<file path="src/rtl/lockpick_key_loader_if.sv">
// Host byte stream into the lockpick key loader.
// valid/ready handshake carrying one key byte per transfer.
interface lockpick_key_loader_if;
  logic       host_valid;
  logic [7:0] host_data;
  logic       host_ready;

  modport master (
    output host_valid,
    output host_data,
    input  host_ready
  );

  modport slave (
    input  host_valid,
    input  host_data,
    output host_ready
  );
endinterface

</file>
<file path="src/rtl/lockpick_key_loader.sv">
// Lockpick key loader: buffers host key bytes, starts the core,
// paces two keys per attempt and collects the core's result.
module lockpick_key_loader #(
  parameter int FIFO_DEPTH     = 8,
  parameter int KEY_BYTES      = 32,
  parameter int RESULT_TIMEOUT = 255
) (
  input  logic       clk,
  input  logic       rst,
  input  logic       host_cmd_start,
  lockpick_key_loader_if.slave host,
  output logic       core_start,
  output logic       core_input_enable,
  output logic [7:0] core_input_data,
  input  logic       core_output_valid,
  input  logic [1:0] core_status,
  output logic       busy,
  output logic       result_valid,
  output logic [1:0] game_result,
  output logic [1:0] attempt_count,
  output logic       timeout_err
);

  localparam int AW  = $clog2(FIFO_DEPTH);
  localparam int CW  = AW + 1;
  localparam int ATT = 2 * KEY_BYTES;
  localparam int BW  = $clog2(ATT);
  localparam int TW  = $clog2(RESULT_TIMEOUT + 1);

  typedef enum logic [2:0] {
    IDLE,
    START,
    FEED,
    WAIT_RESULT,
    DRAIN
  } state_t;

  state_t state, state_nx;

  logic [7:0]    mem [FIFO_DEPTH];
  logic [AW-1:0] wr_ptr, rd_ptr;
  logic [CW-1:0] count;
  logic [BW-1:0] byte_cnt;
  logic [TW-1:0] wait_cnt;

  logic full, empty, push, pop, flush;
  logic last_byte, wait_expired;

  assign full  = (count == CW'(FIFO_DEPTH));
  assign empty = (count == '0);
  assign push  = host.host_valid && !full;
  assign pop   = (state == FEED) && !empty;
  assign flush = (state != IDLE) && (state_nx == IDLE);

  assign last_byte    = (byte_cnt == BW'(ATT - 1));
  assign wait_expired = (wait_cnt == TW'(RESULT_TIMEOUT - 1));

  assign host.host_ready   = !full;
  assign core_start        = (state == START);
  assign core_input_enable = pop;
  assign core_input_data   = pop ? mem[rd_ptr] : 8'h00;
  assign busy              = (state != IDLE);

  // State register.
  always_ff @(posedge clk) begin
    if (rst) state <= IDLE;
    else     state <= state_nx;
  end

  // Next-state logic for the attempt sequencing.
  always_comb begin
    state_nx = state;
    unique case (state)
      IDLE: begin
        if (host_cmd_start) state_nx = START;
      end
      START: state_nx = FEED;
      FEED: begin
        if (pop && last_byte) state_nx = WAIT_RESULT;
      end
      WAIT_RESULT: begin
        if (core_output_valid) state_nx = DRAIN;
        else if (wait_expired) state_nx = IDLE;
      end
      DRAIN: begin
        if (!core_output_valid) begin
          state_nx = (game_result == 2'b01) ? FEED : IDLE;
        end
      end
      default: state_nx = IDLE;
    endcase
  end

  // FIFO storage; a push on a flush edge is dropped with the rest.
  always_ff @(posedge clk) begin
    if (push && !flush) mem[wr_ptr] <= host.host_data;
  end

  // FIFO pointers and occupancy.
  always_ff @(posedge clk) begin
    if (rst || flush) begin
      wr_ptr <= '0;
      rd_ptr <= '0;
      count  <= '0;
    end else begin
      if (push) wr_ptr <= wr_ptr + 1'b1;
      if (pop)  rd_ptr <= rd_ptr + 1'b1;
      count <= count + CW'(push) - CW'(pop);
    end
  end

  // Byte pacing, result timeout and latched game status.
  always_ff @(posedge clk) begin
    if (rst) begin
      byte_cnt      <= '0;
      wait_cnt      <= '0;
      game_result   <= 2'b00;
      result_valid  <= 1'b0;
      attempt_count <= 2'd0;
      timeout_err   <= 1'b0;
    end else begin
      result_valid <= 1'b0;
      if (state == IDLE && host_cmd_start) begin
        attempt_count <= 2'd0;
        timeout_err   <= 1'b0;
      end
      if (pop) begin
        byte_cnt <= last_byte ? '0 : byte_cnt + 1'b1;
      end
      if (state == WAIT_RESULT) begin
        if (core_output_valid) begin
          game_result  <= core_status;
          result_valid <= 1'b1;
          wait_cnt     <= '0;
          if (attempt_count != 2'd3) begin
            attempt_count <= attempt_count + 2'd1;
          end
        end else if (wait_expired) begin
          timeout_err <= 1'b1;
          wait_cnt    <= '0;
        end else begin
          wait_cnt <= wait_cnt + 1'b1;
        end
      end
    end
  end

endmodule

</file>
<file path="src/flat_wrapper.sv">
// flat-port wrapper written by rule: the top's interface ports become plain ports
module lockpick_key_loader_flat 
#(
  parameter int FIFO_DEPTH     = 8,
  parameter int KEY_BYTES      = 32,
  parameter int RESULT_TIMEOUT = 255
)
  (clk, rst, host_cmd_start, core_start, core_input_enable, core_input_data, core_output_valid, core_status, busy, result_valid, game_result, attempt_count, timeout_err, host_host_valid, host_host_data, host_host_ready);
  lockpick_key_loader_if host_i ();
  input  logic clk;
  input  logic rst;
  input  logic host_cmd_start;
  output logic core_start;
  output logic core_input_enable;
  output logic [7:0] core_input_data;
  input  logic core_output_valid;
  input  logic [1:0] core_status;
  output logic busy;
  output logic result_valid;
  output logic [1:0] game_result;
  output logic [1:0] attempt_count;
  output logic timeout_err;
  input wire logic [$bits(host_i.host_valid)-1:0] host_host_valid;
  input wire logic [$bits(host_i.host_data)-1:0] host_host_data;
  output wire logic [$bits(host_i.host_ready)-1:0] host_host_ready;
  assign host_i.host_valid = host_host_valid;
  assign host_i.host_data = host_host_data;
  assign host_host_ready = host_i.host_ready;
  lockpick_key_loader #(.FIFO_DEPTH(FIFO_DEPTH), .KEY_BYTES(KEY_BYTES), .RESULT_TIMEOUT(RESULT_TIMEOUT)) u_core (.clk(clk), .rst(rst), .host_cmd_start(host_cmd_start), .host(host_i), .core_start(core_start), .core_input_enable(core_input_enable), .core_input_data(core_input_data), .core_output_valid(core_output_valid), .core_status(core_status), .busy(busy), .result_valid(result_valid), .game_result(game_result), .attempt_count(attempt_count), .timeout_err(timeout_err));
endmodule
</file>
<file path="config.mk">
export PLATFORM = sky130hd
export DESIGN_NAME = lockpick_key_loader_flat
export DESIGN_NICKNAME = d
export VERILOG_FILES = /design/src/rtl/lockpick_key_loader_if.sv /design/src/rtl/lockpick_key_loader.sv /design/src/flat_wrapper.sv
export SDC_FILE = /design/constraint.sdc
export NUM_CORES = 1
export LEC_CHECK = 0
export CELL_PAD_IN_SITES_DETAIL_PLACEMENT = 2
export CELL_PAD_IN_SITES_GLOBAL_PLACEMENT = 2
export CORE_ASPECT_RATIO = 0.7
export CORE_MARGIN = 1.5
export CORE_UTILIZATION = 37
export DETAILED_ROUTE_END_ITERATION = 7
export GPL_TIMING_DRIVEN = 0
export PLACE_DENSITY = 0.8
export SKIP_CTS_REPAIR_TIMING = 1
export SLEW_MARGIN = 20
export SYNTH_ARGS = -nofsm -noshare
export SYNTH_HDL_FRONTEND = slang
export SYNTH_SLANG_ARGS = --single-unit
</file>
<file path="constraint.sdc">
create_clock -name clk -period 2.7 [get_ports clk]
set_input_delay 0.54 -clock clk [delete_from_list [all_inputs] [get_ports clk]]
set_output_delay 0.54 -clock clk [all_outputs]
set_load 0.005 [all_outputs]
</file>
* Word-level counts from Yosys, hierarchy flattened
Memories as Yosys holds them, arrays and structs flattened. A register that Yosys moved wholly into a read port is not among the register bits.
Cells that the tools add are included.
** Operators by class
- Equal/unequal tests :: 9
- Add/subtract/negate cells :: 7
- Reduce and logical (&&, ||, !) cells :: 16
- Muxes and demuxes :: 24
- Bitwise operators :: 1
** Operator list (count)
- 8-bit two-way mux :: 3
- 3-bit two-way mux :: 7
- 3-bit case mux with 5 select lines :: 1
- 2-bit two-way mux :: 5
- 8-bit by 1-bit adder with 8-bit output, second input constant :: 1
- 8-bit equality test, second input constant :: 1
- 1-bit two-way mux :: 7
- 3-bit by 1-bit adder with 3-bit output, second input constant :: 2
- 6-bit by 1-bit adder with 6-bit output, second input constant :: 1
- 3-bit by 2-bit equality test with 1-bit output, second input constant :: 2
- 6-bit equality test, second input constant :: 1
- 1-bit logical AND :: 6
- 3-bit zero test :: 2
- 6-bit two-way mux :: 1
- 4-bit by 1-bit adder with 4-bit output :: 1
- 4-bit equality test, second input constant :: 1
- 4-bit zero test :: 1
- 4-bit by 1-bit subtractor with 4-bit output :: 1
- 3-bit by 1-bit equality test with 1-bit output, second input constant :: 1
- 3-bit equality test, second input constant :: 1
- 1-bit zero test :: 3
- 3-bit nonzero test :: 1
- 2-bit by 1-bit adder with 2-bit output, second input constant :: 1
- 2-bit by 1-bit equality test with 1-bit output, second input constant :: 1
- other kinds (5) :: 5
** Storage, ports and cells
- Bits of input ports :: 15
- Memories kept :: 1
- Output and inout bits :: 18
- Flip-flop bits (word level) :: 33
- Bits in writable memories :: 64
- Logic and storage cells :: 68
** Memories
- u_core.mem :: depth 8, width 8, rd ports 1, clocked after memory_dff 1, wr ports 1, line lockpick_key_loader.sv:40 : logic [7:0] mem [FIFO_DEPTH];

* Depth between registers and ports, before layout
- Depth in word-level cells :: 12
- Depth in mapped cells :: 14
- Depth with buffers taken out :: 12

* Worst setup path after synthesis
No wires, ideal clock.
- Kind :: reg-to-reg
- Start point :: register u_core.count[2]
- End point :: register u_core.count[2]
- Cell stages (with the launch flop) :: 15
- Data arrival time :: 2.548 ns
- Slack :: 0.024 ns
- Buffers on the path :: 2
- Data required time :: 2.572 ns
- Setup time :: 0.128 ns
- Clock period less this slack :: 2.676 ns
- Cell sequence :: dfxtp_1 -> inv_1 -> ha_1 -> or3b_2 -> clkbuf_1 -> nand2_1 -> buf_2 -> inv_1 -> ha_1 -> inv_1 -> ha_1 -> inv_1 -> fa_1 -> xor2_1 -> nor2_1
** Between the ends
- Cells in the longest elaborated chain, start to end :: 9
- Elaborated cells on any way between the ends :: 14
- Classes of those cells :: add/sub (2); eq/ne (1); mux (2); reduce/logical (9)
** RTL lines
- from (decl) :: line lockpick_key_loader.sv:42 : logic [CW-1:0] count;
- from (signal assigned) :: line lockpick_key_loader.sv:108 : count <= count + CW'(push) - CW'(pop);
- 4-bit zero test (*) :: line lockpick_key_loader.sv:50 : assign empty = (count == '0);
- 1-bit zero test (*) :: line lockpick_key_loader.sv:52 : assign pop = (state == FEED) && !empty;
- 1-bit logical AND (*) :: line lockpick_key_loader.sv:52
- named net core_input_enable :: line flat_wrapper.sv:14 : output logic core_input_enable;
- 1-bit logical AND :: line lockpick_key_loader.sv:79 : if (pop && last_byte) state_nx = WAIT_RESULT;
- 3-bit two-way mux :: line lockpick_key_loader.sv:79
- 3-bit case mux with 5 select lines :: line lockpick_key_loader.sv:73 : unique case (state)
- 3-bit zero test :: line lockpick_key_loader.sv:53 : assign flush = (state != IDLE) && (state_nx == IDLE);
- 1-bit logical AND :: line lockpick_key_loader.sv:53
- 1-bit logical OR :: line lockpick_key_loader.sv:101 : if (rst || flush) begin
Mark *: on every way through the listed nets, which the timed path passes. The rest lies on a longest branch.
A chain may end at the register's enable or synchronous reset.

* Worst setup path after layout
- Start point :: input core_output_valid
- End point :: memory u_core.mem[4][6] (enable)
** Between the ends
- Cells in the longest elaborated chain, start to end :: 8
- Elaborated cells on any way between the ends :: 9
- Classes of those cells :: mux (5); reduce/logical (4)
** RTL lines
- from (decl) :: line flat_wrapper.sv:16 : input logic core_output_valid;
- 3-bit two-way mux, on equally long branches :: line lockpick_key_loader.sv:86, lockpick_key_loader.sv:82
- 3-bit case mux with 5 select lines (*) :: line lockpick_key_loader.sv:73
- 3-bit zero test (*) :: line lockpick_key_loader.sv:53
- 1-bit logical AND (*) :: line lockpick_key_loader.sv:53
- 1-bit zero test (*) :: line lockpick_key_loader.sv:96 : if (push && !flush) mem[wr_ptr] <= host.host_data;
- 1-bit logical AND (*) :: line lockpick_key_loader.sv:96
- 1-bit two-way mux (*) :: line lockpick_key_loader.sv:96
- 1-bit two-way mux (implied by the code) (*) :: line lockpick_key_loader.sv:96
- to (decl) :: line lockpick_key_loader.sv:40
Mark *: on every way between the ends. The rest lies on a longest branch, timed or not.

==> run metrics <==
CP endpoint kind=flop; reg2reg path depth=7; WP data required=2.76 ns; EDFF count, synth=64; area of the core=0.0112 sq mm; relative slew slack=42.6%; RSZ-0062 raised after global routing=true; CTS root buf=clkbuf_16; share of total power in the clock network=35.4%; CTS tree=done; nature of the critical path startpoint=input pin; hold endpoint=u_core.game_result[1]; Mean Syn Cell Area=13.3 sq um; Final Critical Period=2.93 ns; failing checks=negative setup slack; hold path depth=2; Post-DRT Antenna Nets=0; Fin. Hold Viols=0; hpwl dp=8410 um; Sink Count=100; Reg2Reg Launch Point=u_core.count[2]; Slew Viols, Final=0; CP Buf/Inv Count=3; Rows=32; met1 Track Usage GR=25.1%; P_leak=2.00 nW; syn_nets=351; starting density of the core=38.5%; via count=2949; met2 Use GR=36.5%; P_sw=1.10 mW; die area=0.0123 sq mm; IO Pins=33; Setup violations, final=42; ys async rst share=0%; crit-path leading delay family=simple AND/OR/NAND/NOR gates; setup TNS=-2.51 ns; worst-margin pin slew=0.854 ns; Num CTS Buffers=9; share of cells above drive strength 1=21.8%; gpl congestion=0.756; Reg area=0.00265 sq mm; prevailing post-synth register cell=edfxtp_1; grt ovf=0; DRT Pass-1 Iters=4; Finished Layout Cells=543; Layout Skew=0.00540 ns; PwrDens=744 mW/mm^2; Tcrit/Tclk final=109%; Seq pwr share=44.5%; Die X=132 um; Sw Share=27.0%; Crit Reg-Reg Endpoint=u_core.mem[0][3]; overall power=4.05 mW; fin nets=413; DR iter-0 viols=189; pin count of the biggest net entering global routing=19; H-tree levels=3; critical path type=in2reg; area of the multi-input gates=0.00162 sq mm; port buffer count=32; grt met3 use=3.96%; Comb pwr share=20.1%; reg2reg setup slack=-0.01 ns; Max Cap Viol=0; Pint=2.96 mW; largest stage delay on the critical path=0.80 ns; status=finished, violations left; worst-path cell chain=clkdlybuf4s50_1 -> buf_2 -> and3b_1 -> nand3_1 -> o21ai_1 -> nor4_2 -> buf_4; GRT Max-Usage Layer=met2; Arrival @ worst endpoint=3.00 ns; post-DR vias/cell=5.43; Hold Crit Start=u_core.game_result[1]; CP max stage cell=nor4_2; Post-Syn Instances=323; register area share after synthesis=61.4%; mapped cell area=0.00430 sq mm; worst-path fanout max=10; P&R area growth vs syn=26.7%; fill count=1070; Hold WC Path Type=reg2reg; number of synthesized register bits=100; synth warn=0; antenna fix cells=0; first-pass GRT wire length=18400 um; Fmax=341 MHz; Die Y=93.2 um; setup slack after placement=-0.779 ns; worst setup margin=-0.232 ns; Worst-path clk slew=0.07 ns; final wirelength=12900 um; unique cell type count in the Yosys netlist=53; GRT Resource Usage Total=20.4%; Clk Latency, worst-skew pair=0.35 ns; Max clock buf depth=2; worst vdd rail ir drop=488 uV; dpl cells=514; Routed WL per cell=23.8 um; antenna violations before repair=0; vias in the first global route=3200; DRC viols=0
## through the flow
step                cell area [sq um]  hold slack (ns)  util [%]
floorplan                        4300            0.453         -
global placement                 4810            0.465      43.1
detailed placement               4890            0.490      43.8
CTS                              5220            0.494      46.7
global route                     5450            0.533      48.8
finish                           5450            0.489      48.8
## worst max path at each step
| stage | to | cells after the start | start | slack, ns |
|---|---|---|---|---|
| after floorplan | u_core.count[2] | 14 | u_core.count[2] | 0.02 |
| after global placement | u_core.mem[1][5] | 6 | core_output_valid | -1.14 |
| after detailed placement | u_core.mem[7][5] | 6 | core_output_valid | -0.78 |
| after CTS | core_input_data[3] | 6 | flop | -0.66 |
| after global routing | u_core.mem[4][6] | 7 | core_output_valid | -0.33 |
| final | u_core.mem[4][6] | 7 | core_output_valid | -0.23 |
## layout make-up
type	instances	area share (%)
well taps	153	3.51
clock inverters	7	1.95
plain buffers	13	1.77
flip-flops and latches	100	48.5
inverters	14	0.964
multi-input cells	194	29.7
repair buffers	53	9.44
clock buffers	9	4.13
## power groups by stage
stage / clock (mW) / sequential, mW / combinational (mW)
global route: 1.52 / 1.81 / 0.887
finish: 1.44 / 1.80 / 0.813
floorplan: 0 / 1.80 / 0.427
CTS: 1.45 / 1.80 / 0.683
detailed placement: 0 / 1.83 / 0.669
global placement: 0 / 1.81 / 0.611
## metal layers
layer,wire [um],vias to the layer above
met2,6570,63
met1,5700,1522
met4,175,0
met5,0,-
met3,458,15
li1,-,1349
## tightest hold or removal path, stage by stage (launching register included)
cell	delay (ns)
dfxtp_1	0.33
nand2_1	0.06
a21oi_1	0.05
## layout by cell type (no fill, tap or decap), types with 6 or more instances in the layout
cell type,instances
a21oi_1,12
buf_4,18
clkbuf_16,10
clkdlybuf4s50_1,24
dfxtp_1,34
dlymetal6s2s_1,8
edfxtp_1,64
ha_1,12
inv_1,13
mux2i_1,8
mux4_2,16
nand2_1,21
nand3_1,14
nor2_1,25
or3_1,7
xor2_1,6
## synth_stat cells (all sizes together) (8+ instances only)
cell    instances  share of area (%)
dfxtp          36                 17
nor2           28                2.4
mux2i           8                1.9
edfxtp         64                 45
ha             12                3.5
buf             8               0.87
mux4           16                8.4
nand3          15                2.0
a21oi          12                1.4
nand2          23                2.0
inv            14                1.2
## logic make-up (layout without fill, tap and decap cells)
family                     after synthesis  after routing  share of synthesized area (%)
adders and majority gates               13             13                           3.96
DFF                                    100            100                           61.4
and+or+nand+nor                        109            109                           13.8
muxes                                   25             25                           10.5
AOI/OAI and AO/OA                       39             39                           5.93
buffers and inverters                   29             96                           2.71
xor gates and xnor gates                 8              8                           1.63
## flip-flops by register name, indices dropped and copies added, names as in the netlist, named ones only
register	count
u_core.result_valid	1
u_core.wr_ptr	3
u_core.state	3
u_core.rd_ptr	3
u_core.attempt_count	2
u_core.mem	64
u_core.byte_cnt	6
u_core.game_result	2
u_core.timeout_err	1
u_core.wait_cnt	8
u_core.count	4
Note: power is estimated with default switching activity, not from simulation.
==> variant (same flow settings) <==
Make the reset (`rst`) asynchronous in 2 clocked blocks.
--- a/src/rtl/lockpick_key_loader.sv
+++ b/src/rtl/lockpick_key_loader.sv
@@ -63,5 +63,5 @@
 
   // State register.
-  always_ff @(posedge clk) begin
+  always_ff @(posedge clk or posedge rst) begin
     if (rst) state <= IDLE;
     else     state <= state_nx;
@@ -111,5 +111,5 @@
 
   // Byte pacing, result timeout and latched game status.
-  always_ff @(posedge clk) begin
+  always_ff @(posedge clk or posedge rst) begin
     if (rst) begin
       byte_cnt      <= '0;
Check against the original RTL: differs if rst is asserted again (counterexample within 4 cycles, from zero or initial values and one cycle with rst high); with rst held inactive, the same outputs for 10 cycles.
==> variant against the unedited design <==
The run still ends with negative setup slack left; sequential cell count did not move; setup slack improved by 0.16 ns; clock skew rose by 0.0088 ns; routed wire length rose by 4.7%; synthesized area rose by 1.5%; critical path depth rose by 1; cell area rose by 2.2%; highest routed layer unchanged.
Power is not compared: it rests on default switching activity, and its combinational part moved more than twofold at a synthesized area within 25%.
==> variant: results (changes against the unedited design) <==
* WHS Path Cells at 1 (-1)
* Total Nets Final at 390 (-5.6%)
* Avg Inst Size Synth at 14.7 um2 (+10%)
* Routability cong. at 0.753 (-0.33%)
* Mapped Nets at 326 (-7.1%)
* Distinct cells, synth at 49 (-7.5%)
* Fillers at 1045 (-2.3%)
* Failing checks: negative setup slack
* DR pass1 iterations at 6 (+2)
* Max-slew headroom at 30.4% (-12 points)
* Synth top area cells: edfxtp_1 (44%), dfrtp_1 (13%), mux4_2 (8.2%), dfxtp_1 (6.0%), ha_1 (3.4%)
* Share of cells above drive strength 1 at 29.2% (+7.4 points)
* Synth cell count leaders: edfxtp_1 (64), nand2_1 (24), dfrtp_1 (23), inv_1 (16), mux4_2 (16)
* First-pass GRT wire length at 18900 um (+2.8%)
* Final hold slack at 0.501 ns (+0.0124 ns)
* Cell Count, Final, Fillers Out at 520 (-4.2%)
* Worst r2r dst: u_core.count[2]
* Placed cell count at 489 (-4.9%)
* Fin worst setup slack at -0.0722 ns (+0.160 ns)
* Final setup vio count at 21 (-50%)
* Outcome: finished, violations left
* Initial drt markers at 170 (-10%)
* Setup TNS at -0.716 ns (+1.79 ns)
* Hold path endpoint: u_core.timeout_err
* R2r startpoint: u_core.state[0]
* Cell depth of the worst flop-to-flop path at 12 (+5)
variant: layer usage:
metal	GRT usage, %	vias to the layer above	routed length, um
met4	7.97	0	176
met3	4.21	17	356
met2	37.5	61	7060
li1	-	1240	-
met1	25.9	1530	5920
met5	0	-	0
variant: kinds of logic (layout without fill, tap and decap cells):
kind of cell,Yosys count,in the layout,synth area share [%]
flip-flops,100,100,63.1
AO/OA/AOI/OAI,30,30,5.13
buffers and inverters,30,99,3.47
multiplexers,28,28,11.0
AND/OR/NAND/NOR,88,88,11.5
adder cells (fa/ha/maj),13,13,3.90
XOR/XNOR,9,9,1.80
variant: metrics by stage:
| step | cell area (um2) | worst slack [ns] |
|---|---|---|
| final | 5570 | -0.0722 |
| after global routing | 5570 | -0.108 |
| after CTS | 5290 | -0.801 |
| after detailed placement | 4970 | -0.654 |
| after global placement | 4890 | -1.26 |
| after floorplan | 4370 | -0.0316 |
variant: how the worst max path moves through the flow:
| stage | end | cells past startpoint | slack (ns) | start |
|---|---|---|---|---|
| final | core_input_data[0] | 8 | -0.07 | u_core.state[0] |
| after global placement | u_core.mem[2][4] | 5 | -1.26 | core_output_valid |
| after CTS | core_input_data[6] | 6 | -0.80 | flip-flop |
| after detailed placement | u_core.mem[1][4] | 6 | -0.65 | core_output_valid |
| after floorplan | u_core.mem[2][0] | 7 | -0.03 | u_core.state[0] |
| after global routing | u_core.mem[7][7] | 7 | -0.11 | core_output_valid |
variant: final cells by class:
class,count,share of cell area (%)
inverter,17,1.37
multi-input combinational,168,29.1
buffer,11,1.84
clock inverter,7,1.78
clock buffer,9,4.04
tap,153,3.44
timing repair buffer,55,8.90
sequential,100,49.6
variant: critical path, stage by stage, from the launching register on:
cell	delay (ns)
dfrtp_1	0.41
buf_6	0.14
or3b_4	0.39
or2_1	0.24
buf_6	0.14
buf_4	0.13
buf_8	0.14
nor2_1	0.12
clkbuf_2	0.13
variant: power by group:
| part | switching [W] | internal [W] | total [W] |
|---|---|---|---|
| sequential | 0.000220 | 0.00187 | 0.00209 |
| combinational | 0.00112 | 0.000953 | 0.00207 |
| clock | 0.000621 | 0.000820 | 0.00144 |
